==> src/rtl/bcd_updown_counter.sv <==
// N-digit BCD up/down counter with programmable modulus, synchronous clear,
// checked parallel load, and wrap or saturate behaviour at the range ends.
module bcd_updown_counter #(
  parameter int N        = 2,
  parameter bit SATURATE = 1'b0
) (
  input  logic           clk,
  input  logic           reset_n,
  input  logic           en,
  input  logic           up,
  input  logic           clear,
  input  logic           load,
  input  logic [4*N-1:0] load_value,
  input  logic [4*N-1:0] modulus,
  output logic [4*N-1:0] d,
  output logic           carry_out,
  output logic           borrow_out,
  output logic           is_zero,
  output logic           is_max,
  output logic           load_err
);

  localparam int W = 4 * N;

  function automatic logic [W-1:0] bcd_inc(input logic [W-1:0] v);
    logic [W-1:0] r;
    logic         c;
    r = v;
    c = 1'b1;
    for (int i = 0; i < N; i++) begin
      if (c) begin
        if (r[4*i +: 4] == 4'd9) begin
          r[4*i +: 4] = 4'd0;
        end else begin
          r[4*i +: 4] = r[4*i +: 4] + 4'd1;
          c = 1'b0;
        end
      end
    end
    return r;
  endfunction

  function automatic logic [W-1:0] bcd_dec(input logic [W-1:0] v);
    logic [W-1:0] r;
    logic         b;
    r = v;
    b = 1'b1;
    for (int i = 0; i < N; i++) begin
      if (b) begin
        if (r[4*i +: 4] == 4'd0) begin
          r[4*i +: 4] = 4'd9;
        end else begin
          r[4*i +: 4] = r[4*i +: 4] - 4'd1;
          b = 1'b0;
        end
      end
    end
    return r;
  endfunction

  function automatic logic bcd_valid(input logic [W-1:0] v);
    logic ok;
    ok = 1'b1;
    for (int i = 0; i < N; i++) begin
      if (v[4*i +: 4] > 4'd9) ok = 1'b0;
    end
    return ok;
  endfunction

  // Range-end handling: wrap to the opposite end, or clamp when saturating.
  function automatic logic [W-1:0] count_step(input logic [W-1:0] v,
                                              input logic           dir_up,
                                              input logic           top,
                                              input logic           bottom,
                                              input logic [W-1:0] max_v);
    logic [W-1:0] r;
    if (dir_up) begin
      if (top) r = SATURATE ? max_v : '0;
      else     r = bcd_inc(v);
    end else begin
      if (bottom) r = SATURATE ? '0 : max_v;
      else        r = bcd_dec(v);
    end
    return r;
  endfunction

  logic [W-1:0] cnt_p0;
  logic [W-1:0] cnt_next;
  logic [W-1:0] max_val;
  logic         err_p0;
  logic         err_next;
  logic         at_top;
  logic         at_zero;
  logic         load_ok;
  logic         step_ok;

  always_comb begin
    // A zero modulus decrements to all nines, which is exactly 10^N - 1.
    max_val  = bcd_dec(modulus);
    at_top   = (cnt_p0 >= max_val);
    at_zero  = (cnt_p0 == '0);
    load_ok  = bcd_valid(load_value) &&
               ((modulus == '0) || (load_value < modulus));
    step_ok  = en && !clear && !load;
    cnt_next = cnt_p0;
    err_next = 1'b0;
    if (clear) begin
      cnt_next = '0;
    end else if (load) begin
      cnt_next = load_ok ? load_value : '0;
      err_next = !load_ok;
    end else if (en) begin
      cnt_next = count_step(cnt_p0, up, at_top, at_zero, max_val);
    end
  end

  // Stage p0: count and load-error registers.
  always_ff @(posedge clk or negedge reset_n) begin
    if (!reset_n) begin
      cnt_p0 <= '0;
      err_p0 <= 1'b0;
    end else begin
      cnt_p0 <= cnt_next;
      err_p0 <= err_next;
    end
  end

  assign d          = cnt_p0;
  assign load_err   = err_p0;
  assign is_zero    = at_zero;
  assign is_max     = (cnt_p0 == max_val);
  assign carry_out  = (SATURATE == 1'b0) && step_ok && up && at_top;
  assign borrow_out = (SATURATE == 1'b0) && step_ok && !up && at_zero;

endmodule

==> config.mk <==
export PLATFORM = sky130hd
export DESIGN_NAME = bcd_updown_counter
export DESIGN_NICKNAME = d
export VERILOG_FILES = /design/src/rtl/bcd_updown_counter.sv
export SDC_FILE = /design/constraint.sdc
export NUM_CORES = 1
export LEC_CHECK = 0
export CAP_MARGIN = 20
export CORE_MARGIN = 3
export CORE_UTILIZATION = 35
export CTS_BUF_LIST = sky130_fd_sc_hd__clkbuf_2
export CTS_CLUSTER_DIAMETER = 80
export CTS_CLUSTER_SIZE = 12
export DETAILED_ROUTE_END_ITERATION = 8
export GPL_TIMING_DRIVEN = 0
export SETUP_SLACK_MARGIN = 0.1
export SKIP_LAST_GASP = 1
export SLEW_MARGIN = 20
export SYNTH_ARGS = -nofsm -noshare
export SYNTH_HDL_FRONTEND = slang
export SYNTH_SLANG_ARGS = --single-unit
==> constraint.sdc <==
create_clock -name clk -period 4.2 [get_ports clk]
set_clock_uncertainty 0.15 [all_clocks]
set_input_delay 0.84 -clock clk [delete_from_list [all_inputs] [get_ports clk]]
set_output_delay 0.84 -clock clk [all_outputs]
set_load 0.01 [all_outputs]
==> key figures, run 1 <==
Run status
  – Run status: finished clean

Power
  – Combinational group share of total power: 59.0%
  – Sequential share of power: 26.9%
  – Switching share of power: 41.0%
  – Power density relative to cell area: 176 nW/um^2
  – Power spent charging and discharging nets: 155 uW
  – VDD IR max: 106 uV
  – Internal Power: 224 uW
  – Relative contribution of the clock network to total power: 14.1%
  – Pleak: 0.000921 uW

Die
  – DIE HEIGHT: 73.9 um
  – Boundary pin count: 35
  – Overall die width: 73.9 um
  – Initial Util: 36.5%
  – Core Area: 4410 um^2
  – Overall die area: 5450 um^2
  – Num rows: 24

Timing
  – RSZ-0062 raised after global routing: false
  – Transition time at the pin with the least slew margin: 489 ps
  – Crit share post-route: 94.7%
  – Setup WS post-layout: 221 ps
  – Remaining max-slew budget at the tightest pin: 67.4%
  – Upper clock frequency limit: 251 MHz
  – Max-slew violation count: 0
  – Period minus WS final: 3980 ps
  – Fin. Hold Viols: 0
  – Number of setup violations in the final report: 0
  – Final sum of negative setup slack: 0 ps

Routing
  – Number of nets with antenna violations after routing: 0
  – DRC viols: 0
  – Total via count after detailed routing: 1744
  – Post-detailed-route via-to-cell ratio: 5.72
  – Wire length after detailed routing: 4630 um
  – Average wire length per cell after detail routing: 15.2 um
  – Count of TritonRoute iterations in the first routing pass: 4
  – Detailed Route Iter0 Violations: 99

Logic synthesis
  – Mapped Area: 1610 um^2
  – Cell count after synthesis: 203
  – Number of enable-type register cells in the synthesized netlist: 0
  – Fraction of registers with async set/reset: 100%
  – Number of distinct standard cells referenced by the synthesized netlist: 56
  – Total of warnings raised by yosys: 0
  – Sequential element share of the synthesized area: 14.0%
  – Avg Synthesized Cell Area: 7.94 um^2
  – Register bit count reported by yosys: 9
  – Total nets after synthesis: 249
  – Most frequently used flop master after synthesis: sky130_fd_sc_hd__dfrtp_1

Cells and area
  – Layout-stage area growth over the synthesis result: 33.9%
  – Fraction of final layout cells sized beyond drive strength 1: 20.2%
  – Antenna Cells: 0
  – Final std cell area, no fill: 2160 um^2
  – Fill cell count: 449
  – Net count, final: 300
  – Post-route core utilization: 48.9%

GRT
  – Aggregate global routing overflow: 0
  – All-layer global routing usage: 18.1%
  – First-pass GRT wire length: 7780 um
  – Maximum number of pins on one net before global-route repair: 11
  – Number of antenna violations at the first check in global routing: 0
  – Vias in the first global route: 1681

Clocking
  – Cell chosen for the clock root: sky130_fd_sc_hd__clkbuf_2
  – Number of buffers on the longest clock path: 2
  – Clock insertion delay at the later pin of the skew report: 240 ps
  – Clock input transition at the sequential cells of the worst setup and hold paths: 80 ps
  – CTS buffer count: 3
  – Clock tree from TritonCTS: built
  – Number of buffers added to fix hold violations after cts: 0
  – H-tree lvl count: 1
  – Number of clock sinks seen by CTS: 9

Job
  – Max cap viols: 0

Hold path
  – Class of the worst hold path: reg -> reg

Setup path
  – Element type at the critical path start: input pin
  – CP arrival: 2990 ps
  – Critical-path maximum fanout: 4
  – Worst Setup Path Type: in -> out
  – Crit. End Element: output port
  – Required time at the worst-slack endpoint: 3210 ps
  – Setup slack, reg-to-reg: 1570 ps

Placement
  – Worst-case setup slack after placement: -1170 ps
  – Number of buffers added on ports: 34
  – Area of placed instances: 2020 um^2
  – Final Wtd Congestion: 0.845
  – Final HPWL DP: 3750 um
-- cells by family (layout without fill, tap and decap cells) --
group,count (synthesis),count (layout),share of synthesized area [%]
compound gates,70,70,33.0
xor+xnor,2,2,1.09
fa+ha+maj,24,24,18.6
buf+inv,22,72,6.29
flops,9,9,14.0
mux,1,1,0.699
simple gates,75,75,26.3
-- through the flow --
stage / std cells / power [uW] / hold WS (ps)
2_1_floorplan: 203 / 236 / 394
4_1_cts: 300 / 377 / 505
3_3_place_gp: 289 / 314 / 495
5_1_grt: 305 / 415 / 571
3_5_place_dp: 289 / 314 / 492
6_report: 305 / 379 / 502
-- area by class of cell --
cell class / instances / area, um^2 / share of cell area, %
Timing Repair Buffer: 46 / 410 / 19.0
Tap cell: 52 / 65.1 / 3.02
Buffer: 4 / 33.8 / 1.57
Clock buffer: 4 / 20.0 / 0.928
Inverter: 18 / 67.6 / 3.13
Multi-Input combinational cell: 172 / 1340 / 61.9
Sequential cell: 9 / 225 / 10.4
-- Yosys cell counts, types with 2 or more instances --
library cell / number / share of area, %
sky130_fd_sc_hd__ha_1: 24 / 19
sky130_fd_sc_hd__nand2_1: 20 / 4.7
sky130_fd_sc_hd__nor2_1: 19 / 4.4
sky130_fd_sc_hd__inv_1: 18 / 4.2
sky130_fd_sc_hd__a21oi_1: 17 / 5.3
sky130_fd_sc_hd__dfrtp_1: 9 / 14
sky130_fd_sc_hd__o21ai_0: 7 / 2.2
sky130_fd_sc_hd__nand4_1: 6 / 2.3
sky130_fd_sc_hd__a31oi_1: 5 / 1.9
sky130_fd_sc_hd__nand3_1: 5 / 1.6
sky130_fd_sc_hd__nand2b_1: 4 / 1.6
sky130_fd_sc_hd__o21ai_1: 4 / 1.2
sky130_fd_sc_hd__o221ai_1: 4 / 2.2
sky130_fd_sc_hd__or3b_1: 4 / 2.2
sky130_fd_sc_hd__a211oi_1: 3 / 1.4
sky130_fd_sc_hd__o21bai_1: 3 / 1.4
sky130_fd_sc_hd__o311ai_1: 3 / 1.6
sky130_fd_sc_hd__or2_2: 3 / 1.2
sky130_fd_sc_hd__a21boi_0: 2 / 0.93
sky130_fd_sc_hd__a22oi_1: 2 / 0.93
sky130_fd_sc_hd__nor3b_4: 2 / 2.3
sky130_fd_sc_hd__nor4_1: 2 / 0.78
sky130_fd_sc_hd__o2111ai_1: 2 / 1.1
sky130_fd_sc_hd__o21a_1: 2 / 0.93
sky130_fd_sc_hd__xnor2_1: 2 / 1.1
-- timing repair --
item / CTS / global route
endpoints found under the setup margin: 2 / 2
hold endpoints to repair: 0 / 0
setup buffers: 7 / 5
resized for setup: 24 / 8
pin swaps: 6 / 7
-- final timing paths --
kind                            depth (start not counted)                to             start
worst min register to register                          2  d[1]$_DFFE_PN0P_  d[1]$_DFFE_PN0P_
min in group asynchronous                               1  d[7]$_DFFE_PN0P_           reset_n
worst max-delay path                                   10         carry_out        modulus[7]
worst max register to register                          9  d[7]$_DFFE_PN0P_  d[0]$_DFFE_PN0P_
worst min-delay path                                    2  d[1]$_DFFE_PN0P_  d[1]$_DFFE_PN0P_
max in group asynchronous                               1  d[3]$_DFFE_PN0P_           reset_n
-- worst max-delay path: stages --
cell	delay, ps
sky130_fd_sc_hd__clkdlybuf4s50_1	460
sky130_fd_sc_hd__or3b_1	410
sky130_fd_sc_hd__nor3b_2	170
sky130_fd_sc_hd__a21oi_2	140
sky130_fd_sc_hd__ha_1	160
sky130_fd_sc_hd__nand4_1	190
sky130_fd_sc_hd__o31ai_4	270
sky130_fd_sc_hd__nand2_2	100
sky130_fd_sc_hd__nor2_2	120
sky130_fd_sc_hd__buf_2	130
-- cell usage in the layout, fill, tap and decap left out, types with 5 or more instances in the layout --
cell,instances
sky130_fd_sc_hd__clkdlybuf4s50_1,26
sky130_fd_sc_hd__inv_1,14
sky130_fd_sc_hd__ha_1,22
sky130_fd_sc_hd__a31oi_1,5
sky130_fd_sc_hd__o21ai_0,6
sky130_fd_sc_hd__buf_4,12
sky130_fd_sc_hd__dfrtp_1,9
sky130_fd_sc_hd__nand3_1,5
sky130_fd_sc_hd__nand4_1,6
sky130_fd_sc_hd__clkbuf_2,6
sky130_fd_sc_hd__a21oi_1,16
sky130_fd_sc_hd__nand2_1,19
sky130_fd_sc_hd__nor2_1,18
-- sequential cells by signal, summed over array words and instances, names as in the netlist --
name      cells
d             8
load_err      1
-- layer usage --
| metal | GRT usage [%] | vias to the layer above | share of wire, % |
|---|---|---|---|
| met4 | 0.805 | 0 | 0 |
| met2 | 32.5 | 56 | 47 |
| met5 | 0 | - | 0 |
| met1 | 23.7 | 811 | 47 |
| li1 | - | 877 | - |
| met3 | 2.87 | 0 | 5.8 |
-- power groups by stage --
| stage | Clock [uW] | Combinational, uW | Sequential (uW) |
|---|---|---|---|
| after floorplan | 0 | 132 | 104 |
| after global placement | 0 | 209 | 104 |
| after detailed placement | 0 | 210 | 104 |
| after CTS | 57.0 | 218 | 102 |
| after global routing | 61.6 | 250 | 103 |
| final | 53.6 | 224 | 102 |
(Power assumes the default switching activity.)
==> run 2, diff against run 1 <==
==> constraint.sdc (replaced) <==
create_clock -name clk -period 4.2 [get_ports clk]
set_clock_uncertainty 0.15 [all_clocks]
set_input_delay 0.63 -clock clk [delete_from_list [all_inputs] [get_ports clk]]
set_output_delay 0.63 -clock clk [all_outputs]
set_load 0.01 [all_outputs]
==> key figures, run 2 (synthesis results as in run 1) <==
Cells and area
  – Net count, final: 291 (-3.0%)
  – Layout-stage area growth over the synthesis result: 29.2%
  – Leading cell type in the layout, fill and taps excluded: sky130_fd_sc_hd__clkdlybuf4s50_1
  – Antenna Cells: 0 (unchanged)
  – Fin cells: 296 (-3.0%)
  – Fraction of final layout cells sized beyond drive strength 1: 13.9% (-6.2 points)
  – Most frequent cells in the layout: 31 x sky130_fd_sc_hd__clkdlybuf4s50_1, 23 x sky130_fd_sc_hd__ha_1, 19 x sky130_fd_sc_hd__nor2_1, 19 x sky130_fd_sc_hd__nand2_1
  – Final std cell area, no fill: 2080 um^2 (-3.5%)
  – Number of flip-flops under the largest register name: 8 (unchanged)

Job
  – Max cap viols: 0 (unchanged)

Run status
  – Run status: finished clean

Timing
  – Max-slew violation count: 0 (unchanged)
  – Worst hold-check slack: 501 ps (-0.673 ps)
  – Number of setup violations in the final report: 0 (unchanged)
  – Final sum of negative setup slack: 0 ps (unchanged)
  – Setup WS post-layout: 315 ps (+93.3 ps)
  – RSZ-0062 raised after global routing: false
  – Crit share post-route: 92.5% (-2.2 points)
  – Transition time at the pin with the least slew margin: 487 ps (-1.12 ps)
  – Period minus WS final: 3890 ps (-93.3 ps)
  – Remaining max-slew budget at the tightest pin: 67.5% (+0.075 points)
  – Upper clock frequency limit: 257 MHz (+2.4%)
  – Fin. Hold Viols: 0 (unchanged)

Setup path
  – Worst Setup Path Type: in -> out
  – Reg2reg start: d[0]$_DFFE_PN0P_
  – Longest individual stage delay on the worst path: 430 ps (-30 ps)
  – Worst setup path start: modulus[1]
  – Worst r2r dst: d[7]$_DFFE_PN0P_
  – CP arrival: 3110 ps (+120 ps)
  – Setup slack, reg-to-reg: 1570 ps (about the same)
  – Element type at the critical path start: input pin
  – Number of cells traversed by the worst register-to-register path: 9 (unchanged)
  – Cell type of the slowest stage on the worst timing path: sky130_fd_sc_hd__clkdlybuf4s50_1
  – Required time at the worst-slack endpoint: 3420 ps (+210 ps)
  – Ordered cell list for the critical path: clkdlybuf4s50_1 > inv_2 > ha_4 > or3b_4 > nor3b_2 > a21oi_2 > ha_1 > nand4_1 > o31ai_4 > nand2_2 > nor2_1 > clkbuf_2
  – Critical-path maximum fanout: 5 (+1)
  – Crit. End Element: output port

Clocking
  – Clock insertion delay at the later pin of the skew report: 240 ps (about the same)
  – Cell chosen for the clock root: sky130_fd_sc_hd__clkbuf_2
  – CTS buffer count: 3 (unchanged)
  – Number of buffers on the longest clock path: 2 (unchanged)
  – Number of clock sinks seen by CTS: 9 (unchanged)
  – H-tree lvl count: 1 (unchanged)
  – Clock tree from TritonCTS: built
  – Number of buffers added to fix hold violations after cts: 0 (unchanged)
  – Clock input transition at the sequential cells of the worst setup and hold paths: 80 ps (about the same)

Die
  – DIE HEIGHT: 73.9 um (unchanged)
  – Num rows: 24 (unchanged)
  – Core Area: 4410 um^2 (unchanged)
  – Initial Util: 36.5% (unchanged)
  – Overall die area: 5450 um^2 (unchanged)
  – Overall die width: 73.9 um (unchanged)
  – Boundary pin count: 35 (unchanged)

Power
  – VDD IR max: 106 uV (about the same)
  – Power density relative to cell area: 179 nW/um^2 (+1.9%)
  – Pleak: 0.000885 uW (-4.0%)

Placement
  – Worst-case setup slack after placement: -755 ps (+420 ps)
  – Final Wtd Congestion: 0.845 (unchanged)
  – Number of buffers added on ports: 34 (unchanged)
  – Final HPWL DP: 3750 um (unchanged)
  – Cell total after placement: 289 (unchanged)
  – Area of placed instances: 2020 um^2 (unchanged)

Hold path
  – Hold Path Sink: d[1]$_DFFE_PN0P_
  – Class of the worst hold path: reg -> reg
  – Hold-critical path depth: 2 (unchanged)
  – Launch point of the worst hold path: d[1]$_DFFE_PN0P_

GRT
  – Vias in the first global route: 1641 (-2.4%)
  – Number of antenna violations at the first check in global routing: 0 (unchanged)
  – All-layer global routing usage: 17.8% (-0.28 points)
  – Maximum number of pins on one net before global-route repair: 11 (unchanged)
  – Aggregate global routing overflow: 0 (unchanged)
  – First-pass GRT wire length: 7650 um (-1.8%)

Routing
  – DRC viols: 0 (unchanged)
  – Count of TritonRoute iterations in the first routing pass: 5 (+1)
  – Detailed Route Iter0 Violations: 102 (+3.0%)
  – Average wire length per cell after detail routing: 15.3 um (+0.73%)
  – Number of nets with antenna violations after routing: 0 (unchanged)
  – Wire length after detailed routing: 4530 um (-2.2%)
  – Post-detailed-route via-to-cell ratio: 5.72 (about the same)
  – Total via count after detailed routing: 1692 (-3.0%)
==> run 2: cell types whose count changed in the layout (fill, tap and decap cells not counted), sizes merged <==
| cell | previous run | this run |
|---|---|---|
| dlymetal6s2s | 0 | 1 |
| buf | 15 | 5 |
| dlygate4sd2 | 4 | 1 |
| clkbuf | 8 | 7 |
| clkdlybuf4s15 | 1 | 0 |
| clkdlybuf4s50 | 26 | 31 |
==> run 2: through the flow <==
| stage | total power, uW | util (%) |
|---|---|---|
| global route | 408 | 47.2 |
| CTS | 374 | 46.8 |
| floorplan | 236 | - |
| global placement | 314 | 45.7 |
| detailed placement | 314 | 45.7 |
| finish | 373 | 47.2 |
==> run 2: what timing repair did <==
action	CTS	global route
gates resized for setup	5	8
pin swaps	2	2
setup buffers	3	0
setup endpoints to repair	2	2
cloned	0	0
==> run 2: critical path: cells and delay by family <==
family,cells,cell delay (ps)
adders and majority gates,2,440
buffers and inverters,3,680
and+or+nand+nor,5,1020
AOI/OAI and AO/OA,2,320
==> run 2: routing by layer <==
metal / track usage [%] / vias up / share of wire, %
met3: 2.87 / 2 / 3.6
met4: 0.805 / 0 / 0.42
met1: 23.5 / 790 / 49
li1: - / 857 / -
met2: 31.7 / 43 / 47
met5: 0 / - / 0
==> run 2: how the worst max path moves through the flow <==
stage          depth (start not counted)  slack (ps)        end
2_1_floorplan                         10         640  carry_out
3_3_place_gp                          12        -740  carry_out
3_5_place_dp                          12        -750  carry_out
4_1_cts                               12          10  carry_out
5_1_grt                               12         100  carry_out
6_report                              12         310  carry_out
==> run 2: area by class of cell <==
cell class / instances / area [um^2]
Fill cell: 463 / 2330
Multi-Input combinational cell: 172 / 1310
Timing Repair Buffer: 37 / 359
Sequential cell: 9 / 225
Inverter: 18 / 67.6
Tap cell: 52 / 65.1
Buffer: 4 / 33.8
Clock buffer: 4 / 20.0
==> run 2: report_power, final <==
part	total [uW]	switching [uW]	internal [uW]
Combinational	217	115	103
Clock	53.7	28.3	25.3
Sequential	102	10.2	91.9
